<file path="src/rtl/pipe_hazard_ctrl.sv">
`default_nettype none
// +--------------------------------------------------------------------------+
// | pipe_hazard_ctrl: hazard/stall controller for the 5-stage core, with     |
// | fetch/memory wait states, pending-redirect FSM and saturating counters.  |
// | Revision: 1.0                                                            |
// +--------------------------------------------------------------------------+
module pipe_hazard_ctrl #(
    parameter int REG_AW  = 5,
    parameter int CNT_W   = 32,
    parameter int MEM_FWD = 1
) (
    input  logic              clock,
    input  logic              reset,
    input  logic              ex_mem_rena,
    input  logic              ex_csr_rena,
    input  logic [REG_AW-1:0] ex_rd_waddr,
    input  logic              me_mem_rena,
    input  logic [REG_AW-1:0] me_rd_waddr,
    input  logic              id_rs1_rena,
    input  logic              id_rs2_rena,
    input  logic [REG_AW-1:0] id_rs1_addr,
    input  logic [REG_AW-1:0] id_rs2_addr,
    input  logic              transfer,
    input  logic              trap_req,
    input  logic              exe_stall_req,
    input  logic              if_req_valid,
    input  logic              if_ready,
    input  logic              mem_req_valid,
    input  logic              mem_ready,
    output logic [1:0]        pc_stall,
    output logic [1:0]        if_id_stall,
    output logic [1:0]        id_ex_stall,
    output logic [1:0]        ex_me_stall,
    output logic [1:0]        me_wb_stall,
    output logic              redirect_fire,
    output logic [CNT_W-1:0]  stall_cnt,
    output logic [CNT_W-1:0]  flush_cnt
);

    localparam logic [1:0] c_NEXT = 2'b00;
    localparam logic [1:0] c_KEEP = 2'b01;
    localparam logic [1:0] c_ZERO = 2'b10;

    localparam logic [0:0]       c_RUN        = 1'b0;
    localparam logic [0:0]       c_REDIR_WAIT = 1'b1;
    localparam logic [CNT_W-1:0] c_CNT_MAX    = {CNT_W{1'b1}};

    logic [0:0]       r_state;
    logic [0:0]       w_state_nxt;
    logic [CNT_W-1:0] r_stall_cnt;
    logic [CNT_W-1:0] r_flush_cnt;
    logic [9:0]       w_ctl;
    logic             w_fire;
    logic             w_ex_ld;
    logic             w_me_ld;
    logic             w_rs1_hz;
    logic             w_rs2_hz;
    logic             w_lu;
    logic             w_fbusy;
    logic             w_mwait;

    // A mem-stage load only interlocks when its data cannot be forwarded.
    assign w_ex_ld  = ex_mem_rena | ex_csr_rena;
    assign w_me_ld  = (MEM_FWD == 0) && me_mem_rena;
    assign w_rs1_hz = id_rs1_rena && (id_rs1_addr != '0) &&
                      ((w_ex_ld && (id_rs1_addr == ex_rd_waddr)) ||
                       (w_me_ld && (id_rs1_addr == me_rd_waddr)));
    assign w_rs2_hz = id_rs2_rena && (id_rs2_addr != '0) &&
                      ((w_ex_ld && (id_rs2_addr == ex_rd_waddr)) ||
                       (w_me_ld && (id_rs2_addr == me_rd_waddr)));
    assign w_lu     = w_rs1_hz | w_rs2_hz;
    assign w_fbusy  = if_req_valid & ~if_ready;
    assign w_mwait  = mem_req_valid & ~mem_ready;

    always_comb begin
        w_ctl       = {c_NEXT, c_NEXT, c_NEXT, c_NEXT, c_NEXT};
        w_fire      = 1'b0;
        w_state_nxt = r_state;
        case (r_state)
            c_RUN: begin
                if (trap_req && !w_fbusy) begin
                    w_ctl  = {c_NEXT, c_ZERO, c_ZERO, c_ZERO, c_NEXT};
                    w_fire = 1'b1;
                end else if (trap_req) begin
                    w_ctl       = {c_KEEP, c_ZERO, c_ZERO, c_ZERO, c_NEXT};
                    w_state_nxt = c_REDIR_WAIT;
                end else if (w_mwait) begin
                    w_ctl = {c_KEEP, c_KEEP, c_KEEP, c_KEEP, c_ZERO};
                end else if (transfer && !w_fbusy) begin
                    w_ctl  = {c_NEXT, c_ZERO, c_ZERO, c_NEXT, c_NEXT};
                    w_fire = 1'b1;
                end else if (transfer) begin
                    w_ctl       = {c_KEEP, c_ZERO, c_ZERO, c_NEXT, c_NEXT};
                    w_state_nxt = c_REDIR_WAIT;
                end else if (exe_stall_req) begin
                    w_ctl = {c_KEEP, c_KEEP, c_KEEP, c_ZERO, c_NEXT};
                end else if (w_lu) begin
                    w_ctl = {c_KEEP, c_KEEP, c_ZERO, c_NEXT, c_NEXT};
                end
            end
            default: begin
                // Redirect pending: the outstanding fetch must retire before the PC reloads.
                if (trap_req) begin
                    if (if_ready) begin
                        w_ctl       = {c_NEXT, c_ZERO, c_ZERO, c_ZERO, c_NEXT};
                        w_fire      = 1'b1;
                        w_state_nxt = c_RUN;
                    end else begin
                        w_ctl = {c_KEEP, c_ZERO, c_ZERO, c_ZERO, c_NEXT};
                    end
                end else if (w_mwait) begin
                    w_ctl = {c_KEEP, c_KEEP, c_KEEP, c_KEEP, c_ZERO};
                end else if (if_ready) begin
                    w_ctl       = {c_NEXT, c_ZERO, c_ZERO, c_NEXT, c_NEXT};
                    w_fire      = 1'b1;
                    w_state_nxt = c_RUN;
                end else begin
                    w_ctl = {c_KEEP, c_ZERO, c_ZERO, c_NEXT, c_NEXT};
                end
            end
        endcase
        if (reset) begin
            w_ctl       = {c_KEEP, c_ZERO, c_ZERO, c_ZERO, c_ZERO};
            w_fire      = 1'b0;
            w_state_nxt = c_RUN;
        end
    end

    assign {pc_stall, if_id_stall, id_ex_stall, ex_me_stall, me_wb_stall} = w_ctl;
    assign redirect_fire = w_fire;
    assign stall_cnt     = r_stall_cnt;
    assign flush_cnt     = r_flush_cnt;

    always_ff @(posedge clock) begin
        if (reset) begin
            r_state     <= c_RUN;
            r_stall_cnt <= '0;
            r_flush_cnt <= '0;
        end else begin
            r_state <= w_state_nxt;
            if ((pc_stall != c_NEXT) && (r_stall_cnt != c_CNT_MAX))
                r_stall_cnt <= r_stall_cnt + CNT_W'(1);
            if (w_fire && (r_flush_cnt != c_CNT_MAX))
                r_flush_cnt <= r_flush_cnt + CNT_W'(1);
        end
    end

endmodule
`default_nettype wire

</file>
<file path="config.mk">
export PLATFORM = sky130hd
export DESIGN_NAME = pipe_hazard_ctrl
export DESIGN_NICKNAME = d
export VERILOG_FILES = /design/src/rtl/pipe_hazard_ctrl.sv
export SDC_FILE = /design/constraint.sdc
export NUM_CORES = 1
export LEC_CHECK = 0
export CELL_PAD_IN_SITES_DETAIL_PLACEMENT = 1
export CELL_PAD_IN_SITES_GLOBAL_PLACEMENT = 1
export CORE_ASPECT_RATIO = 1.4
export CORE_MARGIN = 2
export CORE_UTILIZATION = 34
export DETAILED_ROUTE_END_ITERATION = 6
export GPL_TIMING_DRIVEN = 0
export HOLD_SLACK_MARGIN = 0.05
export PLACE_DENSITY = 0.89
export SLEW_MARGIN = 10
export SYNTH_ARGS = -nofsm -noshare
export SYNTH_HDL_FRONTEND = slang
export SYNTH_SLANG_ARGS = --single-unit
</file>
<file path="constraint.sdc">
create_clock -name clock -period 2.85 [get_ports clock]
set_input_delay 0.7125 -clock clock [delete_from_list [all_inputs] [get_ports clock]]
set_output_delay 0.7125 -clock clock [all_outputs]
set_load 0.03 [all_outputs]
</file>
# After elaboration in Yosys (flattened, before gate mapping)
# Cells that the tools add are included.
# classes
n_mux	31
add_sub_neg	2
n_reduce_logical	14
eq_ne	4
bitwise	6
# op_table
cell	n
two-way mux 9 bit	10
adder 32 x 1 -> 32 bit (second input constant)	2
!= test 32 bit (second input constant)	2
two-way mux 10 bit	3
two-way mux 1 bit	18
== test 5 bit	2
logical AND 1 bit	10
nonzero test 5 bit	2
bitwise AND 1 bit	2
inverter 1 bit	2
bitwise OR 1 bit	2
nonzero test 2 bit	1
logical NOT 1 bit	1
# totals
output_inout_bits	75
ff_bits	65
in_bits	34
elab_cells	60

# Logic depth before layout (Yosys ltp)
# Gate-level depths: netlist of the first run.
# depth
ltp_word	15
depth_mapped	10
ltp_nobuf	8

# Worst setup path after synthesis of the first run
# OpenSTA, ideal clock, no wires.
# synth_timing
kind	input-to-output
startpoint	input id_rs1_addr[0]
endpoint	output id_ex_stall[1]
path_buffers	0
slack_ns	-0.348
stages	4
t_arrival_ns	2.486
required_ns	2.138
path_cell_list	xor2_1 a211o_1 o22a_1 o311ai_0
# synth_between
elab_chain_cells	13
word_cells_on_any_way	15
classes_between	eq/ne: 1; mux: 9; bitwise: 1; reduce/logical: 4
# synth_lines
item	line	source
start, declared	21	input logic [REG_AW-1:0] id_rs1_addr,
== test 5 bit / nonzero test 5 bit (equally long branches)	66, 65	
logical AND 1 bit (on tied branches)	66, 65	
logical AND 1 bit *	65	assign w_rs1_hz = id_rs1_rena && (id_rs1_addr != '0) &&
bitwise OR 1 bit *	71	assign w_lu = w_rs1_hz | w_rs2_hz;
two-way mux 9 bit *	97	end else if (w_lu) begin
two-way mux 9 bit *	95	end else if (exe_stall_req) begin
two-way mux 9 bit *	92	end else if (transfer) begin
two-way mux 9 bit *	89	end else if (transfer && !w_fbusy) begin
two-way mux 9 bit *	87	end else if (w_mwait) begin
two-way mux 9 bit *	84	end else if (trap_req) begin
two-way mux 9 bit *	81	if (trap_req && !w_fbusy) begin
two-way mux 10 bit *	79	case (r_state)
two-way mux 10 bit *	122	if (reset) begin
end, declared	32	output logic [1:0] id_ex_stall,
# Every way passes the cells marked *; elsewhere a longest branch is shown, timed or not.

# Worst setup path in the final report of the first run
# layout_timing
startpoint	input ex_rd_waddr[4]
endpoint	output id_ex_stall[1]
# layout_between
elab_chain_cells	13
word_cells_on_any_way	16
classes_between	eq/ne: 2; mux: 9; bitwise: 1; reduce/logical: 4
# layout_lines
item	line	source
start, declared	16	input logic [REG_AW-1:0] ex_rd_waddr,
== test 5 bit (on tied branches)	66, 69	
logical AND 1 bit (on tied branches)	66, 69	
logical AND 1 bit (on tied branches)	65, 68	
bitwise OR 1 bit *	71	
two-way mux 9 bit *	97	
two-way mux 9 bit *	95	
two-way mux 9 bit *	92	
two-way mux 9 bit *	89	
two-way mux 9 bit *	87	
two-way mux 9 bit *	84	
two-way mux 9 bit *	81	
two-way mux 10 bit *	79	
two-way mux 10 bit *	122	
# Marked as above.

==> results.sh, run 1 <==
export IMPL_track_usage=0.225
export IMPL_drcViolationCount=0
export IMPL_routabilityCongestion=0.797
export IMPL_clock_root_buffer="clkbuf_16"
export IMPL_ant_nets=0
export IMPL_slew_violations=0
export IMPL_synth_most_common_cell="nor2_1"
export IMPL_die_w_um=91.2
export IMPL_slowest_stage="a211o_1"
export IMPL_synth_area_top_cells="dfxtp_1 (36%), nor2_1 (7.8%), xor2_1 (5.1%), mux2_2 (5.0%), xnor2_1 (4.1%)"
export IMPL_intPower_mw=1.80
export IMPL_worstSetupPathType="input port to primary output"
export IMPL_pwr_share_comb=0.111
export IMPL_r2r_start="stall_cnt[0]$_SDFFE_PP0P_"
export IMPL_cts_max_path_buffers=2
export IMPL_setup_viol=0
export IMPL_synth_edf_count=0
export IMPL_cts_tree="built"
export IMPL_synth_top_cell_area_share=0.359
export IMPL_grt_pass1_vias=4108
export IMPL_switchingPower_uw=572
export IMPL_grt_overflow=0
export IMPL_pre_cts_ws_ns=-1.26
export IMPL_n_antenna_cell=0
export IMPL_cts_htree_levels=3
export IMPL_nNetsFinal=600
export IMPL_period_share=0.986
export IMPL_layout_min_cycle_time_ns=2.81
export IMPL_r2r_end="stall_cnt[0]$_SDFFE_PP0P_"
export IMPL_clkTransAtPathRegs_ns=0.05
export IMPL_hold_class="flip-flop to flip-flop"
export IMPL_wl_per_cell_um=18.2
export IMPL_cts_buffers=9
export IMPL_pwr_share_clk=0.497
export IMPL_die_h_um=126
export IMPL_fp_row_count=44
export IMPL_peakVddDrop_v=0.000352
export IMPL_place_inst=683
export IMPL_path_max_fanout=4
export IMPL_post_route_cells_drive_above_1_share=0.174
export IMPL_worstPathRequired_ns=2.14
export IMPL_total_power_mw=2.38
export IMPL_reg2regPathDepth=8
export IMPL_tightest_slew_ns=0.822
export IMPL_syn_cell_area_um2=3620
export IMPL_drtIter0Drc=229
export IMPL_io_buffers=100
export IMPL_startpoint_type="input port"
export IMPL_hold_viol=0
export IMPL_synth_cell_type_count=52
export IMPL_num_io_pins=109
export IMPL_yosys_warnings=0
export IMPL_synth_top_area_cell="dfxtp_1"
export IMPL_start_util=0.350
export IMPL_cp_num_buf_inv=3
export IMPL_fmax_mhz=356
export IMPL_drt_wl_total_um=12900
export IMPL_synth_area_per_cell_um2=8.15
export IMPL_status="finished clean"
export IMPL_synth_async_reset_ratio=0
export IMPL_fin_area_um2=5260
export IMPL_grt_pass1_wl_um=20400
export IMPL_synth_main_ff_cell="dfxtp_1"
export IMPL_path_cells="buf_4 -> nor2_4 -> o41ai_2 -> a211o_1 -> o22a_1 -> buf_4 -> o311ai_4 -> buf_4"
export IMPL_cp_top_family="compound AO/OA/AOI/OAI gates"
export IMPL_ys_seq_area_frac=0.359
export IMPL_drt_pass1_iter_count=4
export IMPL_grt_max_degree=11
export IMPL_power_density_nw_per_um2=452
export IMPL_cp_common_cell="buf_4"
export IMPL_worst_slack_ns=0.0412
export IMPL_fin_skew_ns=0.00698
export IMPL_worstPathArrival_ns=2.10
export IMPL_crit_end="id_ex_stall[1]"
export IMPL_syn_inst=444
export IMPL_core_area_um2=10300
export IMPL_cpPeakStageDelay_ns=0.26
export IMPL_critPathCaptureType="primary output"
export IMPL_rrSetupSlack_ns=0.24
export IMPL_post_dp_cell_area_um2=4830
export IMPL_vias_per_cell=5.49
export IMPL_critPathLaunch="ex_rd_waddr[4]"
export IMPL_maxCapViolCount=0
export IMPL_seqPwrFrac=0.392
export IMPL_antenna_found_initial=0
export IMPL_clock_latency_ns=0.34
export IMPL_stdcell_count=706
export IMPL_leakage_nw=1.86
export IMPL_netSwitchingFraction=0.241
export IMPL_ys_top_cells_by_count="nor2_1 (75), dfxtp_1 (65), nand2_1 (37)"
export IMPL_syn_to_final_growth_pct=45.2
export IMPL_via_count=3877
export IMPL_postCtsHoldBufs=0
export IMPL_hpwl_um=9280
export IMPL_fillerInstances=1272
export IMPL_synth_seq_cells=65
export IMPL_cts_sinks=65
export IMPL_cp_depth=8
export IMPL_max_slew_margin_rel=0.447
export IMPL_dieArea_um2=11500
## stage by stage
stage                     setup TNS [ns]  hold WS, ns  utilization
after CTS                         -0.189        0.502        0.510
after detailed placement          -31.07        0.495        0.467
after global placement            -25.47        0.482        0.467
after global routing            -0.00436        0.538        0.508
after floorplan                        0        0.539            -
final                                  0        0.506        0.508
## timing repair
item	in CTS	in global routing
buffers inserted	9	2
pin swaps	11	12
gates resized for setup	95	38
setup endpoints to repair	48	10
endpoints found under the hold margin	0	0
## cells in the final DEF, fill, tap and decap left out, types with 13 or more instances in the layout
cell type,instances
xnor2_1,17
a21oi_1,18
mux2_2,16
buf_4,15
nor2b_1,15
nand2_1,36
nand4_1,23
nor3_1,13
xor2_1,21
nand3_1,15
dfxtp_1,65
clkdlybuf4s50_1,65
nor2_1,72
## worst min-delay path by stage
stage                                           from                    endpoint  slack [ns]  cells past startpoint
after floorplan                   r_state$_SDFF_PP0_          r_state$_SDFF_PP0_        0.54                      2
after global placement    stall_cnt[28]$_SDFFE_PP0P_  stall_cnt[28]$_SDFFE_PP0P_        0.48                      2
after detailed placement  stall_cnt[28]$_SDFFE_PP0P_  stall_cnt[28]$_SDFFE_PP0P_        0.50                      2
after CTS                 stall_cnt[28]$_SDFFE_PP0P_  stall_cnt[28]$_SDFFE_PP0P_        0.50                      2
after global routing      stall_cnt[28]$_SDFFE_PP0P_  stall_cnt[28]$_SDFFE_PP0P_        0.54                      2
final                     stall_cnt[28]$_SDFFE_PP0P_  stall_cnt[28]$_SDFFE_PP0P_        0.51                      2
## power groups by stage
| stage | Clock, mW | Sequential (mW) | Combinational (mW) |
|---|---|---|---|
| 2_1_floorplan | 0 | 0.964 | 0.119 |
| 3_3_place_gp | 0 | 0.950 | 0.240 |
| 3_5_place_dp | 0 | 0.950 | 0.249 |
| 4_1_cts | 1.20 | 0.931 | 0.261 |
| 5_1_grt | 1.25 | 0.932 | 0.283 |
| 6_report | 1.18 | 0.932 | 0.263 |
## worst reg2reg max path: stages (launching register included)
cell and delay (ns):
dfxtp_1 0.42, ha_1 0.27, inv_1 0.07, or4_1 0.58, nor2_1 0.20, nand2_1 0.20, nand2_1 0.33, nor2_1 0.14
mux2_2 0.30
## flip-flops by register name (all words and copies together) (netlist names)
name,cells
flush_cnt,32
r_state,1
stall_cnt,32
## kinds of logic (layout without fill, tap and decap cells)
| group | Yosys count | in the layout | share of synthesized area |
|---|---|---|---|
| compound gates | 54 | 54 | 0.105 |
| xor+xnor | 38 | 38 | 0.0919 |
| fa+ha+maj | 2 | 2 | 0.00691 |
| buf+inv | 30 | 153 | 0.0394 |
| flops | 65 | 65 | 0.359 |
| mux | 18 | 18 | 0.0553 |
| other cells | 1 | 2 | 0.00104 |
| simple gates | 236 | 236 | 0.341 |
## per-layer routing
| metal | part of all wire | GRT usage |
|---|---|---|
| met5 | 0 | 0 |
| met4 | 0.027 | 0.111 |
| met3 | 0.055 | 0.0508 |
| met2 | 0.55 | 0.431 |
| met1 | 0.37 | 0.223 |
## cell type report
class / instances / area [µm²] / area share
timing repair buffer: 111 / 998 / 0.190
sequential: 65 / 1300 / 0.248
multi-input combinational: 350 / 2330 / 0.443
inverter: 12 / 45.0 / 0.00857
clock buffer: 12 / 246 / 0.0469
clock inverter: 3 / 65.1 / 0.0124
buffer: 15 / 100 / 0.0190
tap: 138 / 173 / 0.0328
No activity file was read; power rests on OpenSTA's default activity.
==> run 2: changes to the inputs <==
ABC_CLOCK_PERIOD_IN_PS = 2850   (was unset)
CTS_CLUSTER_SIZE = 14   (was unset)
SLEW_MARGIN = unset   (was 10)
==> results of run 2 <==
Same layout as run 1: the final DEF is identical, and so are final timing and power.
==> run 3: changes to the inputs <==
ABC_CLOCK_PERIOD_IN_PS = 3200   (was 2850)
RECOVER_POWER = 50   (was unset)
clock period = 3.2 ns   (was 2.85 ns; I/O delays follow)
==> run 3 against run 2 <==
Against the previous run: cell count decreased by 0.71%; global-route usage decreased by 1.1 points; die area did not move; largest cell class unchanged; clock skew grew 0.0013 ns; wire length is 5.6% lower; largest power group unchanged; power down 14%; sequential share of layout area increased by 0.36 points; via count fell by 2.7%; first-iteration DRC count shrank 29%; critical path depth is 1 higher; final area decreased by 1.4%; combinational power fell by 15%; the run now ends with negative setup slack left.
==> results.sh, run 3 (synthesized netlist as in run 1, its figures left out) <==
export IMPL_cts_tree="built"
export IMPL_reg2regPathDepth=7
export IMPL_seqPwrFrac=0.406
export IMPL_hold_viol=0
export IMPL_multi_input_area_um2=2240
export IMPL_hold_ws_ns=0.504
export IMPL_antenna_found_initial=0
export IMPL_worstSetupPathType="input port to primary output"
export IMPL_worstPathArrival_ns=2.40
export IMPL_intPower_mw=1.54
export IMPL_place_inst=683
export IMPL_switchingPower_uw=496
export IMPL_slew_violations=0
export IMPL_pwr_share_clk=0.484
export IMPL_cp_top_family="compound AO/OA/AOI/OAI gates"
export IMPL_slowest_stage="a211o_1"
export IMPL_crit_end="pc_stall[0]"
export IMPL_grt_pass1_wl_um=20000
export IMPL_wl_per_cell_um=17.3
export IMPL_r2r_end="stall_cnt[18]$_SDFFE_PP0P_"
export IMPL_num_io_pins=109
export IMPL_track_usage=0.214
export IMPL_hpwl_um=8860
export IMPL_stdcell_count=701
export IMPL_start_util=0.350
export IMPL_cts_buffers=9
export IMPL_period_share=1.00
export IMPL_fillerInstances=1268
export IMPL_fin_util=0.501
export IMPL_n_antenna_cell=0
export IMPL_maxCapViolCount=0
export IMPL_via_count=3771
export IMPL_violations="negative setup slack"
export IMPL_worst_slack_ns=-0.00264
export IMPL_die_h_um=126
export IMPL_regArea_um2=1300
export IMPL_grt_max_degree=19
export IMPL_grt_pass1_vias=4025
export IMPL_dieArea_um2=11500
export IMPL_io_buffers=100
export IMPL_postCtsHoldBufs=0
export IMPL_leakage_nw=1.99
export IMPL_post_route_cells_drive_above_1_share=0.124
export IMPL_path_cells="clkdlybuf4s15_1 -> xor2_1 -> a211o_1 -> o22a_1 -> o211a_1 -> buf_12 -> buf_12 -> nor2_4 -> buf_6"
export IMPL_cp_common_cell="buf_12"
export IMPL_rrSetupSlack_ns=0.63
export IMPL_cts_max_path_buffers=2
export IMPL_nNetsFinal=595
export IMPL_fmax_mhz=312
export IMPL_grt_overflow=0
export IMPL_power_density_nw_per_um2=394
export IMPL_die_w_um=91.2
export IMPL_cpPeakStageDelay_ns=0.26
export IMPL_drt_pass1_iter_count=4
export IMPL_drt_wl_total_um=12100
export IMPL_worstPathRequired_ns=2.40
export IMPL_final_cell_mix="nor2_1 (73), dfxtp_1 (65), dlygate4sd3_1 (52), nand2_1 (37), nand4_1 (23)"
export IMPL_clock_latency_ns=0.33
export IMPL_rsz0062_at_grt="true"
export IMPL_layout_commonest_cell="nor2_1"
export IMPL_clkTransAtPathRegs_ns=0.05
export IMPL_layout_min_cycle_time_ns=3.20
export IMPL_cp_num_buf_inv=4
export IMPL_setup_viol=1
export IMPL_vias_per_cell=5.38
export IMPL_pwr_share_comb=0.110
export IMPL_ant_nets=0
export IMPL_fp_row_count=44
export IMPL_max_slew_margin_rel=0.511
export IMPL_syn_to_final_growth_pct=43.1
export IMPL_cts_htree_levels=3
export IMPL_drtIter0Drc=163
export IMPL_cp_depth=9
export IMPL_fin_skew_ns=0.00833
export IMPL_cts_sinks=65
export IMPL_netSwitchingFraction=0.243
export IMPL_critPathLaunch="ex_rd_waddr[0]"
export IMPL_peakVddDrop_v=0.000252
export IMPL_core_area_um2=10300
export IMPL_r2r_start="stall_cnt[14]$_SDFFE_PP0P_"
export IMPL_startpoint_type="input port"
export IMPL_hold_path_depth=2
export IMPL_status="finished, violations left"
export IMPL_critPathCaptureType="primary output"
export IMPL_drcViolationCount=0
export IMPL_routabilityCongestion=0.817
export IMPL_path_max_fanout=2
export IMPL_hold_class="flip-flop to flip-flop"
export IMPL_clock_root_buffer="clkbuf_16"
export IMPL_pre_cts_ws_ns=-1.19
export IMPL_tightest_slew_ns=0.727
==> run 3: changes by cell type in the layout (fill, tap and decap cells not counted), moves of 8 or more <==
cell             before  now
dlygate4sd3_1         0   52
dlygate4sd2_1         7   18
clkdlybuf4s50_1      65   18
clkbuf_2             12    3
buf_4                15    7
==> run 3: power by group through the flow <==
stage	logic, mW	clock network, mW	registers (mW)
after floorplan	0.103	0	0.858
after global routing	0.243	1.05	0.830
final	0.224	0.988	0.829
after global placement	0.210	0	0.846
after detailed placement	0.217	0	0.846
after CTS	0.223	1.01	0.828
==> run 3: timing repair <==
item	in CTS	in global routing
pin swaps	9	5
gates resized for setup	66	14
setup endpoints to repair	9	4
setup buffers	4	0
==> run 3: worst min path at each step <==
| stage | slack, ns | start | to |
|---|---|---|---|
| floorplan | 0.54 | r_state$_SDFF_PP0_ | r_state$_SDFF_PP0_ |
| global placement | 0.49 | stall_cnt[17]$_SDFFE_PP0P_ | stall_cnt[17]$_SDFFE_PP0P_ |
| detailed placement | 0.50 | stall_cnt[17]$_SDFFE_PP0P_ | stall_cnt[17]$_SDFFE_PP0P_ |
| CTS | 0.51 | stall_cnt[17]$_SDFFE_PP0P_ | stall_cnt[17]$_SDFFE_PP0P_ |
| global route | 0.54 | stall_cnt[17]$_SDFFE_PP0P_ | stall_cnt[17]$_SDFFE_PP0P_ |
| finish | 0.50 | stall_cnt[28]$_SDFFE_PP0P_ | stall_cnt[28]$_SDFFE_PP0P_ |
==> run 3: metal layers <==
layer / GRT usage / vias up / part of all wire
met2: 0.403 / 99 / 0.55
li1: - / 1805 / -
met3: 0.0425 / 18 / 0.046
met4: 0.0918 / 0 / 0.020
met5: 0 / - / 0
met1: 0.227 / 1849 / 0.38
==> run 3: area by class of cell <==
class	instances	share of cell area
buffer	17	0.0251
multi-input combinational	350	0.433
clock inverter	3	0.00773
tap	138	0.0333
timing repair buffer	104	0.191
sequential	65	0.251
inverter	12	0.00869
clock buffer	12	0.0495
==> run 3: tightest hold or removal path, stage by stage, from the launching register on <==
cell and delay [ns]:
dfxtp_1 0.33, o31ai_1 0.07, a21oi_1 0.06
==> run 3: per-stage QoR <==
step,power (mW),TNS (ns),cell area (µm²)
detailed placement,1.06,-9.62,4800
CTS,2.06,-0.0875,5170
finish,2.04,-0.00264,5180
floorplan,0.961,0,3630
global route,2.12,-0.0674,5180
global placement,1.06,-7.79,4800
